**config.mk**
```make
export PLATFORM = sky130hd
export DESIGN_NAME = serial_frame_transmitter
export DESIGN_NICKNAME = d
export VERILOG_FILES = /design/src/rtl/serial_frame_transmitter.sv
export SDC_FILE = /design/constraint.sdc
export NUM_CORES = 1
export LEC_CHECK = 0
export CORE_UTILIZATION = 55
export DETAILED_ROUTE_END_ITERATION = 8
export GPL_ROUTABILITY_DRIVEN = 0
export PLACE_DENSITY = 0.83
export SLEW_MARGIN = 20
export SYNTH_ARGS = -nofsm -noshare
export SYNTH_HDL_FRONTEND = slang
export SYNTH_SLANG_ARGS = --single-unit
```
**constraint.sdc**
```tcl
create_clock -name clk -period 3.4 [get_ports clk]
set_input_delay 0.34 -clock clk [delete_from_list [all_inputs] [get_ports clk]]
set_output_delay 0.34 -clock clk [all_outputs]
set_load 0.03 [all_outputs]
```
**src/rtl/serial_frame_transmitter.sv**
```systemverilog
// serial_frame_transmitter
// Shifts a WORD_WIDTH*FRAME_WORDS frame out on transmission/out_clock/out_data.
// The bit clock is divided down from clk internally. An idle gap follows each
// frame, and busy/done give the handshake.
// Optional build macro: SERIAL_FRAME_PARITY_EN appends one even-parity
// bit after each word. When the macro is undefined, no parity logic exists.
module serial_frame_transmitter #(
  parameter int WORD_WIDTH  = 8,
  parameter int FRAME_WORDS = 8,
  parameter int CLK_DIV     = 4,
  parameter int MSB_FIRST   = 1,
  parameter int IDLE_GAP    = 2
) (
  input  logic                              clk,
  input  logic                              rst_n,
  input  logic                              send,
  input  logic [WORD_WIDTH*FRAME_WORDS-1:0] data,
  output logic                              busy,
  output logic                              done,
  output logic                              transmission,
  output logic                              out_clock,
  output logic                              out_data
);

  localparam int TOTAL = WORD_WIDTH * FRAME_WORDS;
`ifdef SERIAL_FRAME_PARITY_EN
  localparam int BITS_PER_WORD = WORD_WIDTH + 1;
`else
  localparam int BITS_PER_WORD = WORD_WIDTH;
`endif
  localparam int LAST_BIT = BITS_PER_WORD - 1;
  localparam int BCW      = (LAST_BIT > 0) ? $clog2(LAST_BIT + 1) : 1;
  localparam int WCW      = (FRAME_WORDS > 1) ? $clog2(FRAME_WORDS) : 1;
  localparam int DCW      = (CLK_DIV > 1) ? $clog2(CLK_DIV) : 1;
  localparam int GAP_CYC  = IDLE_GAP * 2 * CLK_DIV;
  localparam int GAP_LAST = (GAP_CYC > 0) ? GAP_CYC - 1 : 0;
  localparam int GCW      = (GAP_LAST > 0) ? $clog2(GAP_LAST + 1) : 1;

  typedef enum logic [1:0] {
    IDLE  = 2'd0,
    SHIFT = 2'd1,
    GAP   = 2'd2
  } state_t;

  state_t           state_q;
  logic [TOTAL-1:0] sr_q;
  logic [DCW-1:0]   div_q;
  logic             phase_q;
  logic [BCW-1:0]   bit_cnt_q;
  logic [WCW-1:0]   word_cnt_q;
  logic [GCW-1:0]   gap_q;
  logic             busy_q;
  logic             done_q;
  logic             tx_q;
  logic             oclk_q;
  logic             odat_q;

  logic [TOTAL-1:0] sr_shift_d;
  logic             first_bit_d;
  logic             shift_head_d;
  logic             div_tc_d;
  logic             last_bit_d;
  logic             last_word_d;

  // Shift direction, the next bit to send and the terminal-count decodes
  always_comb begin
    sr_shift_d   = (MSB_FIRST != 0) ? (sr_q << 1) : (sr_q >> 1);
    first_bit_d  = (MSB_FIRST != 0) ? data[TOTAL-1] : data[0];
    shift_head_d = (MSB_FIRST != 0) ? sr_shift_d[TOTAL-1] : sr_shift_d[0];
    div_tc_d     = (div_q == DCW'(CLK_DIV - 1));
    last_bit_d   = (bit_cnt_q == BCW'(LAST_BIT));
    last_word_d  = (word_cnt_q == WCW'(FRAME_WORDS - 1));
  end

`ifdef SERIAL_FRAME_PARITY_EN
  logic par_q;
  logic head_d;
  logic data_end_d;

  // After a parity bit, the first bit of the next word is already at the head
  always_comb begin
    head_d     = (MSB_FIRST != 0) ? sr_q[TOTAL-1] : sr_q[0];
    data_end_d = (bit_cnt_q == BCW'(WORD_WIDTH - 1));
  end
`endif

  // Frame FSM. The bit divider, counters and all outputs are registered here.
  always_ff @(posedge clk or negedge rst_n) begin
    if (!rst_n) begin
      state_q    <= IDLE;
      sr_q       <= '0;
      div_q      <= '0;
      phase_q    <= 1'b0;
      bit_cnt_q  <= '0;
      word_cnt_q <= '0;
      gap_q      <= '0;
      busy_q     <= 1'b0;
      done_q     <= 1'b0;
      tx_q       <= 1'b0;
      oclk_q     <= 1'b0;
      odat_q     <= 1'b0;
`ifdef SERIAL_FRAME_PARITY_EN
      par_q      <= 1'b0;
`endif
    end else begin
      done_q <= 1'b0;
      case (state_q)
        IDLE: begin
          // busy_q still high here means done was just pulsed; let it fall first
          if (send && !busy_q) begin
            state_q    <= SHIFT;
            sr_q       <= data;
            div_q      <= '0;
            phase_q    <= 1'b0;
            bit_cnt_q  <= '0;
            word_cnt_q <= '0;
            busy_q     <= 1'b1;
            tx_q       <= 1'b1;
            oclk_q     <= 1'b0;
            odat_q     <= first_bit_d;
`ifdef SERIAL_FRAME_PARITY_EN
            par_q      <= first_bit_d;
`endif
          end else begin
            busy_q <= 1'b0;
          end
        end
        SHIFT: begin
          if (!div_tc_d) begin
            div_q <= div_q + DCW'(1);
          end else begin
            div_q <= '0;
            if (!phase_q) begin
              phase_q <= 1'b1;
              oclk_q  <= 1'b1;
            end else begin
              phase_q <= 1'b0;
              oclk_q  <= 1'b0;
              if (last_bit_d && last_word_d) begin
                tx_q   <= 1'b0;
                odat_q <= 1'b0;
                gap_q  <= '0;
                if (GAP_CYC > 0) begin
                  state_q <= GAP;
                end else begin
                  state_q <= IDLE;
                  done_q  <= 1'b1;
                end
              end else begin
                if (last_bit_d) begin
                  bit_cnt_q  <= '0;
                  word_cnt_q <= word_cnt_q + WCW'(1);
                end else begin
                  bit_cnt_q <= bit_cnt_q + BCW'(1);
                end
`ifdef SERIAL_FRAME_PARITY_EN
                if (data_end_d) begin
                  sr_q   <= sr_shift_d;
                  odat_q <= par_q;
                end else if (last_bit_d) begin
                  odat_q <= head_d;
                  par_q  <= head_d;
                end else begin
                  sr_q   <= sr_shift_d;
                  odat_q <= shift_head_d;
                  par_q  <= par_q ^ shift_head_d;
                end
`else
                sr_q   <= sr_shift_d;
                odat_q <= shift_head_d;
`endif
              end
            end
          end
        end
        GAP: begin
          if (gap_q == GCW'(GAP_LAST)) begin
            state_q <= IDLE;
            done_q  <= 1'b1;
          end else begin
            gap_q <= gap_q + GCW'(1);
          end
        end
        default: begin
          state_q <= IDLE;
          busy_q  <= 1'b0;
          tx_q    <= 1'b0;
          oclk_q  <= 1'b0;
          odat_q  <= 1'b0;
        end
      endcase
    end
  end

  assign busy         = busy_q;
  assign done         = done_q;
  assign transmission = tx_q;
  assign out_clock    = oclk_q;
  assign out_data     = odat_q;

endmodule
```
# After elaboration in Yosys (flattened, before gate mapping)
# Cells that the tools add are included.
classes:
  bitwise: 1
  n_mux: 49
  n_addsub: 4
  eq_ne: 14
  reduce_logical: 16
ops:
  columns: ["op", "n"]
  rows:
  - ["two-way mux 63 bit", 4]
  - ["case mux 63 bit (2 select lines)", 1]
  - ["two-way mux 3 bit", 9]
  - ["AND reduction 5 bit", 4]
  - ["two-way mux 4 bit", 4]
  - ["!= test 2 bit, second input constant", 8]
  - ["two-way mux 1 bit", 14]
  - ["two-way mux 2 bit", 7]
  - ["case mux 3 bit (2 select lines)", 2]
  - ["case mux 1 bit (3 select lines)", 3]
  - ["case mux 4 bit (2 select lines)", 1]
  - ["adder 3 x 1 -> 3 bit, second input constant", 2]
  - ["equality test 3 bit, second input constant", 2]
  - ["case mux 2 bit (3 select lines)", 1]
  - ["AND reduction 3 bit", 2]
  - ["AND reduction 6 bit", 1]
  - ["adder 4 x 1 -> 4 bit, second input constant", 1]
  - ["equality test 2 bit, second input constant", 2]
  - ["equality test 4 bit, second input constant", 1]
  - ["case mux 1 bit (2 select lines)", 2]
  - ["case mux 2 bit (2 select lines)", 1]
  - ["AND reduction 4 bit", 1]
  - ["nonzero test 2 bit", 2]
  - ["adder 2 x 1 -> 2 bit, second input constant", 1]
  - ["other kinds (7)", 8]
totals:
  output_inout_bits: 5
  in_bits: 67
  elab_cells: 96
  ff_bits: 83

# Longest topological paths before layout
depth:
  depth_word: 6
  mapped_depth: 9
  ltp_nobuf: 6

# Least setup slack after synthesis
# No wires, ideal clock.
synth_timing:
  kind: "register -> register"
  start: "reg bit_cnt_q[0]"
  end: "reg sr_q[1]"
  n_path_buf: 2
  t_arrival_ps: 1792
  path_stages_with_launch: 9
  period_less_slack_ps: 1925
  setup_slack_ps: 1475
  cell_sequence: "dfrtp_1 ha_1 ha_1 and3_1 a2111o_1 buf_6 buf_2 nand2_1 o21ai_1"
synth_between:
  elab_chain_cells: 4
synth_lines:
  columns: ["element", "line", "rtl"]
  rows:
  - ["from (decl)", "49", "logic [BCW-1:0] bit_cnt_q;"]
  - ["from (signal assigned)", "154", "bit_cnt_q <= bit_cnt_q + BCW'(1);"]
  - ["equality test 3 bit", "71", "last_bit_d = (bit_cnt_q == BCW'(LAST_BIT));"]
  - ["logical AND 1 bit", "139", "if (last_bit_d && last_word_d) begin"]
  - ["!= test 2 bit (no source line)", null, null]
  - ["AND reduction 5 bit (no source line)", null, null]
  - ["to (signal assigned)", "112", "sr_q <= data;"]
  - ["to (signal assigned)", "169", "sr_q <= sr_shift_d;"]
  - ["to (decl)", "46", "logic [TOTAL-1:0] sr_q;"]
# No other way between the ends.
# A chain may end at the register's enable or synchronous reset.

# Worst setup path after layout
layout_timing:
  start: "reg state_q[1]"
  end: "reg sr_q[55]"
layout_between:
  elab_chain_cells: 3
  elab_cells_between_ends: 9
  cone_classes: "eq/ne: 5; mux: 1; reduce/logical: 3"
layout_lines:
  columns: ["element", "line", "rtl"]
  rows:
  - ["from (decl)", "45", "state_t state_q;"]
  - ["from (signal assigned)", "90", "state_q <= IDLE;"]
  - ["from (signal assigned)", "111", "state_q <= SHIFT;"]
  - ["from (signal assigned)", "144", "state_q <= GAP;"]
  - ["equality test 2 x 1 -> 1 bit or zero test 2 bit (tied branches)", "107", "case (state_q)"]
  - ["!= test 2 bit (no source line) or nonzero test 2 bit (tied branches)", null, null]
  - ["AND reduction 5 bit (no source line)", null, null]
# Parallel ways exist; a longest one is shown, timed or not.

==> summary.md <==
| Metric | Value |
|---|---|
| Post-DP HPWL | `5190 µm` |
| Crit end category | `flip-flop` |
| Max incr delay on CP | `0.71 ns` |
| Layout cells sized above 1 | `5.35%` |
| Clock Sinks | `between 80 and 90` |
| CP Max Fanout | `48` |
| CTS tree | `built` |
| Vias in the first global route | `just under 3,000` |
| Register bit total from synthesis | `83` |
| Count of different cell masters after synthesis | `31` |
| Total internal power | `2.77 mW` |
| Cell area after layout | `4930 µm²` |
| Core area | `6910 µm²` |
| # Post-CTS Setup Buffers | `0` |
| Max_slew headroom | `51.2%` |
| Initial antenna violation count | `0` |
| Root buffer cell | `clkbuf_8` |
| Crit path required time | `between 3 and 4 ns` |
| Synthesized instance count | `385` |
| Num rows | `30` |
| Seq/Total Area, Yosys | `52.1%` |
| Longest Clk Path Bufs | `2` |
| Slew Limit Fails | `0` |
| Via count | `2,943` |
| Total CTS buffers | `9` |
| Drt drc | `0` |
| Sum Neg Setup Slack | `0 ns` |
| GRT Total Usage | `22.5%` |
| I/O pins | `72` |
| Max-Cap Viols | `0` |
| Startpoint types | `flip-flop` |
| Fin nets | `~520` |
| Gr ovfl total | `0` |
| Status | `finished clean` |
| Post-synth EDFFs | `0` |
| Via density | `between 5 and 6` |
| Logic pwr share | `48.0%` |
| Antenna diode count | `0` |
| Met1 WL | `3630 µm` |
| Mapped Nets | `~460` |
| Psw | `1.83 mW` |
| Netlist Area Pre-Place | `3990 µm²` |
| PwrDens | `933 nW/µm²` |
| Cell breakdown of the critical path | `inv_1 > ha_4 > nor2_1 > a2111o_2 > buf_12 > nand2_1 > o21ai_1` |
| Largest net degree at the start of global routing | `84` |
| Met3 wire len | `233 µm` |
| Avg Inst Size Synth | `10.4 µm²` |
| Sequential share of power | `37.3%` |
| Hold Fails Final Rpt | `0` |
| Yosys top cell area share | `52.1%` |
| Fill cells | `534` |
| DR top layer | `met4` |
| Worst Hold Class | `input pin to asynchronous set/reset pin` |
| Pleak | `~2.2 nW` |
| Least-Margin Pin Slew | `0.732 ns` |
| Routed WL | `7650 µm` |
| Top cells by area, synth | `dfrtp_1, mux2i_1, nand2_1, o21ai_1, ha_1` |
| Die width | `around 87 µm` |
| Antenna viol nets, final | `0` |
| # hold bufs at CTS | `0` |
| Commonest register cell after synthesis | `dfrtp_1` |
| First-pass GRT wire length | `13,100 µm` |
| Post-DR wirelength/cell | `around 14 µm` |
| Tot Pwr | `4.60 mW` |
| RSZ-0062 raised after global routing | `false` |
| Sw frac | `39.7%` |
| Non-filler cells, final | `~550` |
| Cells after DPL | `roughly 530` |
| R2R cell count | `7` |
| Clk_skew | `0.00926 ns` |
| Die outline height | `87.1 µm` |
| Met2 WL | `3610 µm` |
| Synth-to-Final Area Change | `23.8%` |
| I/O Buffers | `71` |
| Die footprint | `7590 µm²` |
| Peak supply drop | `0.000498 V` |
| Clk_lat worst skew | `0.35 ns` |
| Final setup violation count | `0` |
| Initial DRC count | `214` |
| Synth warnings | `0` |
| Worst Path Arrival | `2.83 ns` |
| Dpl cell area | `4750 µm²` |
| Tmin final | `between 2 and 3 ns` |
| Max frequency | `0.385 GHz` |
| PostCTS Resize Cnt | `0` |
| CP max stage cell | `a2111o_2` |
| Post-synth top area cell | `dfrtp_1` |
| Drt pass-1 iters | `4` |
| Ys async rst share | `100%` |
| Final period util | `76.5%` |
| Reg clk slew, reported paths | `~0.08 ns` |
| Starting Density | `57.7%` |
| Clock share of power | `between 10% and 20%` |
| Max H-tree Level | `3` |
| Worst Path Class, Setup | `flip-flop to flip-flop` |
-- cells by family after synthesis --
family,synth area share (%)
adder cells (fa/ha/maj),2.83
AND/OR/NAND/NOR,12.5
multiplexers,16.4
flip-flops,52.1
buffers and inverters,4.05
AO/OA/AOI/OAI,12.1
-- power by group through the flow --
| stage | Clock [mW] | Combinational (mW) | Sequential, mW |
|---|---|---|---|
| after floorplan | 0 | 1.76 | 1.70 |
| after global placement | 0 | 2.12 | 1.70 |
| after detailed placement | 0 | 2.23 | 1.73 |
| after CTS | 0.687 | 2.23 | 1.71 |
| after global routing | 0.724 | 2.50 | 1.77 |
| final | 0.677 | 2.21 | 1.71 |
-- final timing paths --
kind | startpoint | end | slack, ns
min in group clk | sr_q[0]$_DFFE_PN0P_ | sr_q[0]$_DFFE_PN0P_ | 0.48
min reg2reg | sr_q[0]$_DFFE_PN0P_ | sr_q[0]$_DFFE_PN0P_ | 0.48
max | state_q[1]$_DFFE_PN0P_ | sr_q[55]$_DFFE_PN0P_ | 0.80
max in group asynchronous | rst_n | sr_q[59]$_DFFE_PN0P_ | 2.88
max reg2reg | state_q[1]$_DFFE_PN0P_ | sr_q[55]$_DFFE_PN0P_ | 0.80
min | rst_n | gap_q[3]$_DFFE_PN0P_ | 0.02
-- cell usage after synthesis (all sizes together) (2+ instances only) --
cell and instances:
a21oi 5, a32o 2, a32oi 2, buf 20, clkbuf 5, dfrtp 83
ha 9, inv 4, mux2 2, mux2i 63, nand2 87, nand2b 3
nand3 11, nand3b 3, nand4 3, nor2 6, o21ai 66
-- state kept, by name, summed over array words and instances (netlist names) --
name / flops
busy: 1
out_data: 1
bit_cnt_q: 3
word_cnt_q: 3
state_q: 2
transmission: 1
phase_q: 1
done: 1
gap_q: 4
div_q: 2
sr_q: 63
out_clock: 1
-- worst max-delay path, delay by kind of cell (launching register included) --
| family | cells | cell delay (ns) |
|---|---|---|
| buf+inv | 2 | 0.39 |
| flops | 1 | 0.38 |
| simple gates | 2 | 0.29 |
| fa+ha+maj | 1 | 0.62 |
| compound gates | 2 | 0.78 |
-- area by class of cell --
class	count	area, µm²	area share [%]
clock buffers	11	141	2.87
clock inverters	3	40.0	0.812
inverters	4	15.0	0.304
multi-input cells	273	1760	35.7
flip-flops and latches	83	2080	42.1
well taps	96	120	2.43
repair buffers	75	779	15.8
-- layer usage --
layer,track usage [%],up-vias
met1,30.8,1416
met4,10.6,0
met3,3.13,13
li1,-,1458
met2,35.5,56
met5,0,-
-- per-stage QoR --
step                      worst slack (ns)  utilization (%)  hold WS (ns)
after detailed placement             0.811             68.8         0.465
after global placement               0.869             68.8         0.460
final                                0.800             71.4        0.0245
after CTS                            0.781             71.4         0.207
after global routing                 0.615             71.4        0.0909
after floorplan                       1.48                -        0.0444
-- cell usage in the layout (no fill, tap or decap), types with 2 or more instances in the layout --
master,instances
nand2_1,87
dfrtp_1,83
clkdlybuf4s50_1,70
mux2i_1,63
o21ai_1,62
nand3_1,11
clkbuf_8,10
ha_1,8
nor2_1,6
a21oi_1,5
inv_1,4
o21ai_0,4
nand2b_1,3
nand3b_1,3
nand4_1,3
buf_12,3
mux2_2,2
a32o_1,2
a32oi_1,2
clkinv_2,2
Power figures use the tool's default switching activity.
